File: src/rtl/captura_lectura_vga.sv
// captura_lectura_vga
// Captures the RTC read-stage bytes into a shadow bank and commits a coherent
// nine-register snapshot to the VGA text generator only when a whole sweep
// arrives complete, one-hot and on time.  Rejected sweeps leave the snapshot
// untouched and bump a saturating error counter.
//
// Optional feature macro: BCD_RANGE_CHECK_EN (adds a BCD/range check at commit).
//
// Ports:
//   clk, reset            clock, async active-high reset
//   data_vga[7:0]         BCD byte, qualified by band_dir_vga
//   band_dir_vga[8:0]     one-hot register strobe (seg,min,hora,dia,mes,anio,tseg,tmin,thora)
//   band_z                end-of-sweep pulse
//   *_vga[7:0]            committed snapshot
//   act_vga               one-clk pulse on commit
//   valido                set by first commit, cleared by reset
//   err                   one-clk pulse on rejected sweep
//   err_cnt[7:0]          saturating reject count
//
// state   | meaning
// IDLE    | no sweep in progress
// COLLECT | sweep in progress, timeout running
// COMMIT  | evaluate the sweep, publish or reject

module captura_lectura_vga #(
    parameter int TIMEOUT_CYC = 1024
) (
    input  logic       clk,
    input  logic       reset,
    input  logic [7:0] data_vga,
    input  logic [8:0] band_dir_vga,
    input  logic       band_z,
    output logic [7:0] seg_vga,
    output logic [7:0] min_vga,
    output logic [7:0] hora_vga,
    output logic [7:0] dia_vga,
    output logic [7:0] mes_vga,
    output logic [7:0] anio_vga,
    output logic [7:0] tseg_vga,
    output logic [7:0] tmin_vga,
    output logic [7:0] thora_vga,
    output logic       act_vga,
    output logic       valido,
    output logic       err,
    output logic [7:0] err_cnt
);

    localparam int TW = (TIMEOUT_CYC > 1) ? $clog2(TIMEOUT_CYC) : 1;
    // Loaded with TIMEOUT_CYC-1 so that TIMEOUT_CYC strobe-free cycles reach
    // the terminal count and err shows up in the cycle after.
    localparam logic [TW-1:0] TMR_LOAD = TW'(TIMEOUT_CYC - 1);

    typedef enum logic [1:0] {IDLE, COLLECT, COMMIT} state_t;

    state_t        state_q, state_d;
    logic [7:0]    shadow_q [9];
    logic [7:0]    snap_q   [9];
    logic [8:0]    mask_q;
    logic          bad_q;
    logic [TW-1:0] tmr_q;

    logic strobe_one, strobe_multi;
    logic cap, set_bad, load, dec, clear, accept, reject;
    logic range_ok, sweep_ok;

    assign strobe_one   = (band_dir_vga != 9'd0) &&
                          ((band_dir_vga & (band_dir_vga - 9'd1)) == 9'd0);
    assign strobe_multi = (band_dir_vga != 9'd0) && !strobe_one;

`ifdef BCD_RANGE_CHECK_EN
    // Valid BCD orders the same as its hex encoding, so bounds compare directly.
    function automatic logic bcd_in(input logic [7:0] v, input logic [7:0] lo,
                                    input logic [7:0] hi);
        return (v[7:4] <= 4'd9) && (v[3:0] <= 4'd9) && (v >= lo) && (v <= hi);
    endfunction

    always_comb begin
        range_ok = bcd_in(shadow_q[0], 8'h00, 8'h59) &&
                   bcd_in(shadow_q[1], 8'h00, 8'h59) &&
                   bcd_in(shadow_q[2], 8'h00, 8'h23) &&
                   bcd_in(shadow_q[3], 8'h01, 8'h31) &&
                   bcd_in(shadow_q[4], 8'h01, 8'h12) &&
                   bcd_in(shadow_q[5], 8'h00, 8'h99) &&
                   bcd_in(shadow_q[6], 8'h00, 8'h59) &&
                   bcd_in(shadow_q[7], 8'h00, 8'h59) &&
                   bcd_in(shadow_q[8], 8'h00, 8'h23);
    end
`else
    assign range_ok = 1'b1;
`endif

    assign sweep_ok = (mask_q == 9'h1FF) && !bad_q && range_ok;

    always_ff @(posedge clk or posedge reset) begin
        if (reset) state_q <= IDLE;
        else       state_q <= state_d;
    end

    always_comb begin
        state_d = state_q;
        cap     = 1'b0;
        set_bad = 1'b0;
        load    = 1'b0;
        dec     = 1'b0;
        clear   = 1'b0;
        accept  = 1'b0;
        reject  = 1'b0;
        case (state_q)
            IDLE: begin
                if (strobe_one || strobe_multi) begin
                    cap     = strobe_one;
                    set_bad = strobe_multi;
                    load    = 1'b1;
                    state_d = band_z ? COMMIT : COLLECT;
                end
            end
            COLLECT: begin
                cap     = strobe_one;
                set_bad = strobe_multi;
                load    = strobe_one;
                dec     = !strobe_one && (tmr_q != '0);
                if (band_z) begin
                    state_d = COMMIT;
                end else if (!strobe_one && (tmr_q == '0)) begin
                    set_bad = 1'b0;
                    reject  = 1'b1;
                    clear   = 1'b1;
                    state_d = IDLE;
                end
            end
            COMMIT: begin
                clear  = 1'b1;
                accept = sweep_ok;
                reject = !sweep_ok;
                // A strobe here opens the next sweep on top of the cleared mask.
                if (strobe_one || strobe_multi) begin
                    cap     = strobe_one;
                    set_bad = strobe_multi;
                    load    = 1'b1;
                    state_d = COLLECT;
                end else begin
                    state_d = IDLE;
                end
            end
            default: state_d = IDLE;
        endcase
    end

    always_ff @(posedge clk or posedge reset) begin
        if (reset) begin
            for (int i = 0; i < 9; i++) begin
                shadow_q[i] <= 8'h00;
                snap_q[i]   <= 8'h00;
            end
            mask_q  <= 9'd0;
            bad_q   <= 1'b0;
            tmr_q   <= '0;
            act_vga <= 1'b0;
            err     <= 1'b0;
            valido  <= 1'b0;
            err_cnt <= 8'h00;
        end else begin
            for (int i = 0; i < 9; i++) begin
                if (cap && band_dir_vga[i]) shadow_q[i] <= data_vga;
                if (accept)                 snap_q[i]   <= shadow_q[i];
            end
            mask_q <= (clear ? 9'd0 : mask_q) | (cap ? band_dir_vga : 9'd0);
            bad_q  <= (clear ? 1'b0 : bad_q) | set_bad;
            if (load)     tmr_q <= TMR_LOAD;
            else if (dec) tmr_q <= tmr_q - 1'b1;
            act_vga <= accept;
            err     <= reject;
            if (accept) valido <= 1'b1;
            if (reject && (err_cnt != 8'hFF)) err_cnt <= err_cnt + 8'd1;
        end
    end

    assign seg_vga   = snap_q[0];
    assign min_vga   = snap_q[1];
    assign hora_vga  = snap_q[2];
    assign dia_vga   = snap_q[3];
    assign mes_vga   = snap_q[4];
    assign anio_vga  = snap_q[5];
    assign tseg_vga  = snap_q[6];
    assign tmin_vga  = snap_q[7];
    assign thora_vga = snap_q[8];

endmodule

File: config.mk
export PLATFORM = sky130hd
export DESIGN_NAME = captura_lectura_vga
export DESIGN_NICKNAME = d
export VERILOG_FILES = /design/src/rtl/captura_lectura_vga.sv
export SDC_FILE = /design/constraint.sdc
export NUM_CORES = 1
export LEC_CHECK = 0
export ABC_AREA = 1
export BUFFER_PORTS_ARGS = -buffer_cell sky130_fd_sc_hd__buf_4
export CAP_MARGIN = 40
export CORE_MARGIN = 3
export CORE_UTILIZATION = 24
export DETAILED_ROUTE_END_ITERATION = 10
export GPL_TIMING_DRIVEN = 0
export MAX_ROUTING_LAYER = met4
export PLACE_DENSITY_LB_ADDON = 0.12
export SYNTH_ARGS = -nofsm -noshare
export SYNTH_HDL_FRONTEND = slang
export SYNTH_SLANG_ARGS = --single-unit
export TNS_END_PERCENT = 20
File: constraint.sdc
create_clock -name clk -period 10.5 [get_ports clk]
set_clock_uncertainty 0.1 [all_clocks]
set_input_delay 0.525 -clock clk [delete_from_list [all_inputs] [get_ports clk]]
set_output_delay 0.525 -clock clk [all_outputs]
set_load 0.05 [all_outputs]
=== Yosys cells after proc, flatten, opt, wreduce, memory -nomap -nowiden ===
Cells that the tools add are included.
Widths: inputs -> output; s select.

* Register bits after elaboration: 177
* Input port bits: 20
* Logic and storage cells: 90
* Output and inout bits: 83

* Bitwise operators: 3
* Eq/ne operators: 6
* Multiplexer cells: 25
* Add/sub/neg operators: 3
* Reductions and logical operators: 27

{| class="wikitable"
|+ Operator list
! kind !! count
|-
| $mux 10 || 2
|-
| $mux 9 || 2
|-
| $logic_and 1x1->1 || 15
|-
| $mux 1 || 11
|-
| $logic_not 10->1 || 1
|-
| $pmux 1 s2 || 5
|-
| $reduce_bool 10->1 || 1
|-
| $sub 10x1->10 const B || 1
|-
| $and 9x9->9 || 1
|-
| $eq 9x9->1 const B || 1
|-
| $logic_not 9->1 || 1
|-
| $or 9x9->9 || 1
|-
| $reduce_bool 9->1 || 1
|-
| $sub 9x1->9 const B || 1
|-
| $add 8x1->8 const B || 1
|-
| $mux 2 || 4
|-
| $ne 8x8->1 const B || 1
|-
| $pmux 2 s3 || 1
|-
| $logic_not 1->1 || 3
|-
| $ne 3x3->1 const B || 1
|-
| $eq 2x1->1 const B || 1
|-
| $eq 2x2->1 const B || 1
|-
| $logic_not 2->1 || 1
|-
| $ne 2x2->1 const B || 1
|-
| 5 further kinds || 5
|}

=== Logic depth before layout (Yosys ltp) ===
* Depth after elaboration: 11
* Mapped depth: 14
* Mapped depth without buffers: 13

=== Least setup slack after synthesis ===
OpenSTA, ideal clock, no wires.

* Path kind: reg-to-reg
* Start: register tmr_q[0]
* End: register err_cnt[3]
* Data required time: 10.280 ns
* Path slack: 8.404 ns
* Data arrival time: 1.876 ns
* Library setup time: 0.120 ns
* Cell stages (with the launch flop): 12
* Clock period less this slack: 2.096 ns
* Buffers on the path: 0
* Cells stage by stage: dfrtp_1 inv_1 ha_1 inv_1 nor3_1 nand3_1 nor2_1 nand4_1 nand2_2 nand3_1 nand2_1 nand2_1

* Longest elaborated chain between the ends: 6

{| class="wikitable"
|+ RTL lines
! element !! RTL line !! source
|-
| start, declared || 60 || <nowiki>logic [TW-1:0] tmr_q;</nowiki>
|-
| start signal, assigned || 170 || <nowiki>else if (dec) tmr_q <= tmr_q - 1'b1;</nowiki>
|-
| $logic_not 10->1 || 124 || <nowiki>end else if (!strobe_one && (tmr_q == '0)) begin</nowiki>
|-
| $logic_and 1x1->1 || 124 ||
|-
| $mux 1 || 124 ||
|-
| $mux 1 || 122 || <nowiki>if (band_z) begin</nowiki>
|-
| $pmux 1 s2 || 108 || <nowiki>case (state_q)</nowiki>
|-
| $logic_and 1x1->1 || 174 || <nowiki>if (reject && (err_cnt != 8'hFF)) err_cnt <= err_cnt + 8'd1;</nowiki>
|-
| end signal, assigned || 174 ||
|-
| end, declared || 45 || <nowiki>output logic [7:0] err_cnt</nowiki>
|}

Every way passes these cells.
A chain may end at the register's enable or synchronous reset.

=== Worst setup path after layout ===
* Start: register state_q[0]
* End: register snap_q, in the netlist seg_vga[7]

* Longest elaborated chain between the ends: 2

{| class="wikitable"
|+ RTL lines
! element !! RTL line !! source
|-
| start, declared || 55 || <nowiki>state_t state_q, state_d;</nowiki>
|-
| start signal, assigned || 96 || <nowiki>else state_q <= state_d;</nowiki>
|-
| $eq 2x2->1 || 108 ||
|-
| $mux 1 || 108 ||
|-
| end signal, assigned by index || 165 || <nowiki>if (accept) snap_q[i] <= shadow_q[i];</nowiki>
|-
| end, declared || 57 || <nowiki>logic [7:0] snap_q [9];</nowiki>
|}

Every way passes these cells.

==> impl_metrics.ini <==
[status]
status = complete, no violations

[grt]
grt_pass1_wl_mm = 32.20
grt_pass1_vias = 5493
grt.total_usage_pct = 12.84
grt_max_degree = 95
antenna_found_initial = 0
overflow = 0

[place]
dp_slack_ps = 7748
gp_congestion = 0.7309
hpwlAfterDp_mm = 13.55
io_buffers = 94

[timing]
worst_slack_ps = 7822
slew_violations = 0
worstMarginPinSlew_ps = 898.9
relSlewSlack_pct = 40.07
clock.fmax_mhz = 373.4
post-route-period-util_pct = 25.51
rsz0062_at_grt = no
finalHoldViolations = 0
final.setup.tns_ps = 0
fin_crit_ps = 2678
setup_viol = 0

[clock_network]
cts_setup_buffers = 0
clk_latency_ps = 430
cts_tree = yes
cts_buffers = 17
postCtsHoldBufs = 0
post_cts_resize_count = 0
cts.sinks = 177
clockBufferDepth = 2
clockRootBuffer = clkbuf_16
htree_levels = 4
cts.clk_slew.worst_paths_ps = 70

[routing]
drc = 0
via_count = 5475
ant_nets = 0
routed_via_density = 4.183
drt_wl_total_mm = 20.15
drt_iter0_drc = 387
dr.pass1.iters = 5
wl_per_cell_um = 15.39

[finish]
drive_above_1_share_pct = 17.95
antenna_cells = 0
fillers = 3201
nNetsFinal = 932
area_delta_synth_final_pct = 24.77

[yosys]
yosysWarnings = 0
synth_ff_type = dfrtp_1
synthAdderAreaFrac_pct = 1.024
synth_commonest_cells = 210 x nand2_1, 177 x dfrtp_1, 157 x o21ai_0
async_flop_share_pct = 100.0
synth_compound_area_share_pct = 12.00
synth.distinct_cells = 34
syn_nets = 817
postSynthCellCount = 791
netlist_top_cells_area = dfrtp_1 60%, nand2_1 11%, o21ai_0 11%
synth-simple-area-share_pct = 17.75
synth_top_area_share_pct = 60.42
synth_top_area_cell = dfrtp_1
synth-seq-cells = 177
synthMuxAreaShare_pct = 0
netlist_area_mm2 = 0.007331
synth_top_family_by_area = simple AND/OR/NAND/NOR gates
synth_edf_count = 0
syn_avg_cell_area_um2 = 9.268
ys_seq_area_share_pct = 60.42
synthMostInstantiatedCell = nand2_1
synth_xor_area_share_pct = 1.314

[floorplan]
die_h_um = 180.8
fp.dieW_um = 180.8
io_pins = 103
start_util_pct = 24.54
core_mm2 = 0.02987
die-area_mm2 = 0.03268
fp-row-count = 63

[pwr]
ir_drop_mv = 0.08865
p_leak_nw = 4.493
p_per_area_mw_per_mm2 = 198.1
p_total_mw = 1.811

[worst_setup_path]
worstSetupStartpointType = flip-flop
cp_data_required_time_ps = 10680
path_class = reg2reg
path_max_fanout = 10
crit_arrival_ps = 2860
endpoint_kind = flip-flop

[min_path]
hp-class = in2async

[run]
drv_cap = 0
## through the flow
step / util (%) / area [um2] / instances / hold slack [ps]
floorplan: - / 7331 / 791 / 341.9
global placement: 28.53 / 8524 / 1275 / 361.8
detailed placement: 28.69 / 8571 / 1277 / 364.8
CTS: 30.62 / 9146 / 1309 / 160.1
global route: 30.62 / 9146 / 1309 / 197.4
finish: 30.62 / 9146 / 1309 / 123.4
## sequential cells by signal, indices dropped and copies added, names as in the netlist
| register | cells |
|---|---|
| state_q | 2 |
| mes_vga | 8 |
| err_cnt | 8 |
| shadow_q | 72 |
| bad_q | 1 |
| min_vga | 8 |
| valido | 1 |
| err | 1 |
| anio_vga | 8 |
| dia_vga | 8 |
| tmin_vga | 8 |
| tseg_vga | 8 |
| seg_vga | 8 |
| tmr_q | 10 |
| mask_q | 9 |
| act_vga | 1 |
| thora_vga | 8 |
| hora_vga | 8 |
## placed cells by master, fill, tap and decap left out, types with 3 or more instances in the layout
master     Yosys  routed
a21boi_0       3       3
nor4_1         3       3
nor2_2         3       3
xor2_1         9       9
nand4_1       13      13
nor3_1         4       4
inv_6          0       4
nor2_1        16      16
nand3_1       19      19
o211ai_1       3       3
clkbuf_1      18      19
inv_1         99      98
dfrtp_1      177     177
o21ai_1        3       3
nor2_4        10      10
buf_1          5       5
nand2_1      210     210
clkbuf_16      0      17
ha_1           6       6
nand3b_1       3       3
buf_2         10      10
o21ai_0      157     157
buf_4          1      95
## layer usage
| metal | vias up | track usage (%) | share of wire, % |
|---|---|---|---|
| li1 | 2750 | - | - |
| met2 | 90 | 20.20 | 47 |
| met5 | - | - | 0 |
| met3 | 10 | 2.376 | 3.5 |
| met1 | 2625 | 17.26 | 49 |
| met4 | 0 | 3.132 | 0.99 |
## power by group
group,switching (mW),total [mW],internal (mW)
sequential,0.0489,0.838,0.789
combinational,0.229,0.335,0.106
clock,0.293,0.638,0.345
## final timing paths
path | from | end | slack (ps) | cells after the start
worst max-delay path | state_q[0] | seg_vga[7] | 7820 | 6
worst min-delay path | reset | shadow_q[58] | 120 | 2
worst max register to register | state_q[0] | seg_vga[7] | 7820 | 6
worst min register to register | bad_q | bad_q | 380 | 2
max in group asynchronous | reset | shadow_q[22] | 9230 | 3
min in group clk | data_vga[2] | shadow_q[2] | 260 | 3
## worst max-delay path, cell delays in order, from the launching register on
cell	delay, ps
dfrtp_1	400
inv_1	80
ha_1	250
nand2_1	460
clkbuf_1	650
clkbuf_1	450
o21ai_0	140
## area by class of cell
type                       instances  area [um2]  share of cell area [%]
sequential                       177        4429                   48.43
multi-input combinational        477        2352                   25.72
timing repair buffer              96       744.5                   8.140
tap                              390       488.0                   5.335
clock buffer                      20       456.7                   4.993
buffer                            36       170.2                   1.860
inverter                         101       386.6                   4.227
clock inverter                    12       118.9                   1.300
## cell families after synthesis
kind of cell / after synthesis
xor gates and xnor gates: 11
buffers and inverters: 137
AOI/OAI and AO/OA: 171
adders and majority gates: 6
and+or+nand+nor: 289
DFF: 177
No activity file was read; power rests on OpenSTA's default activity.
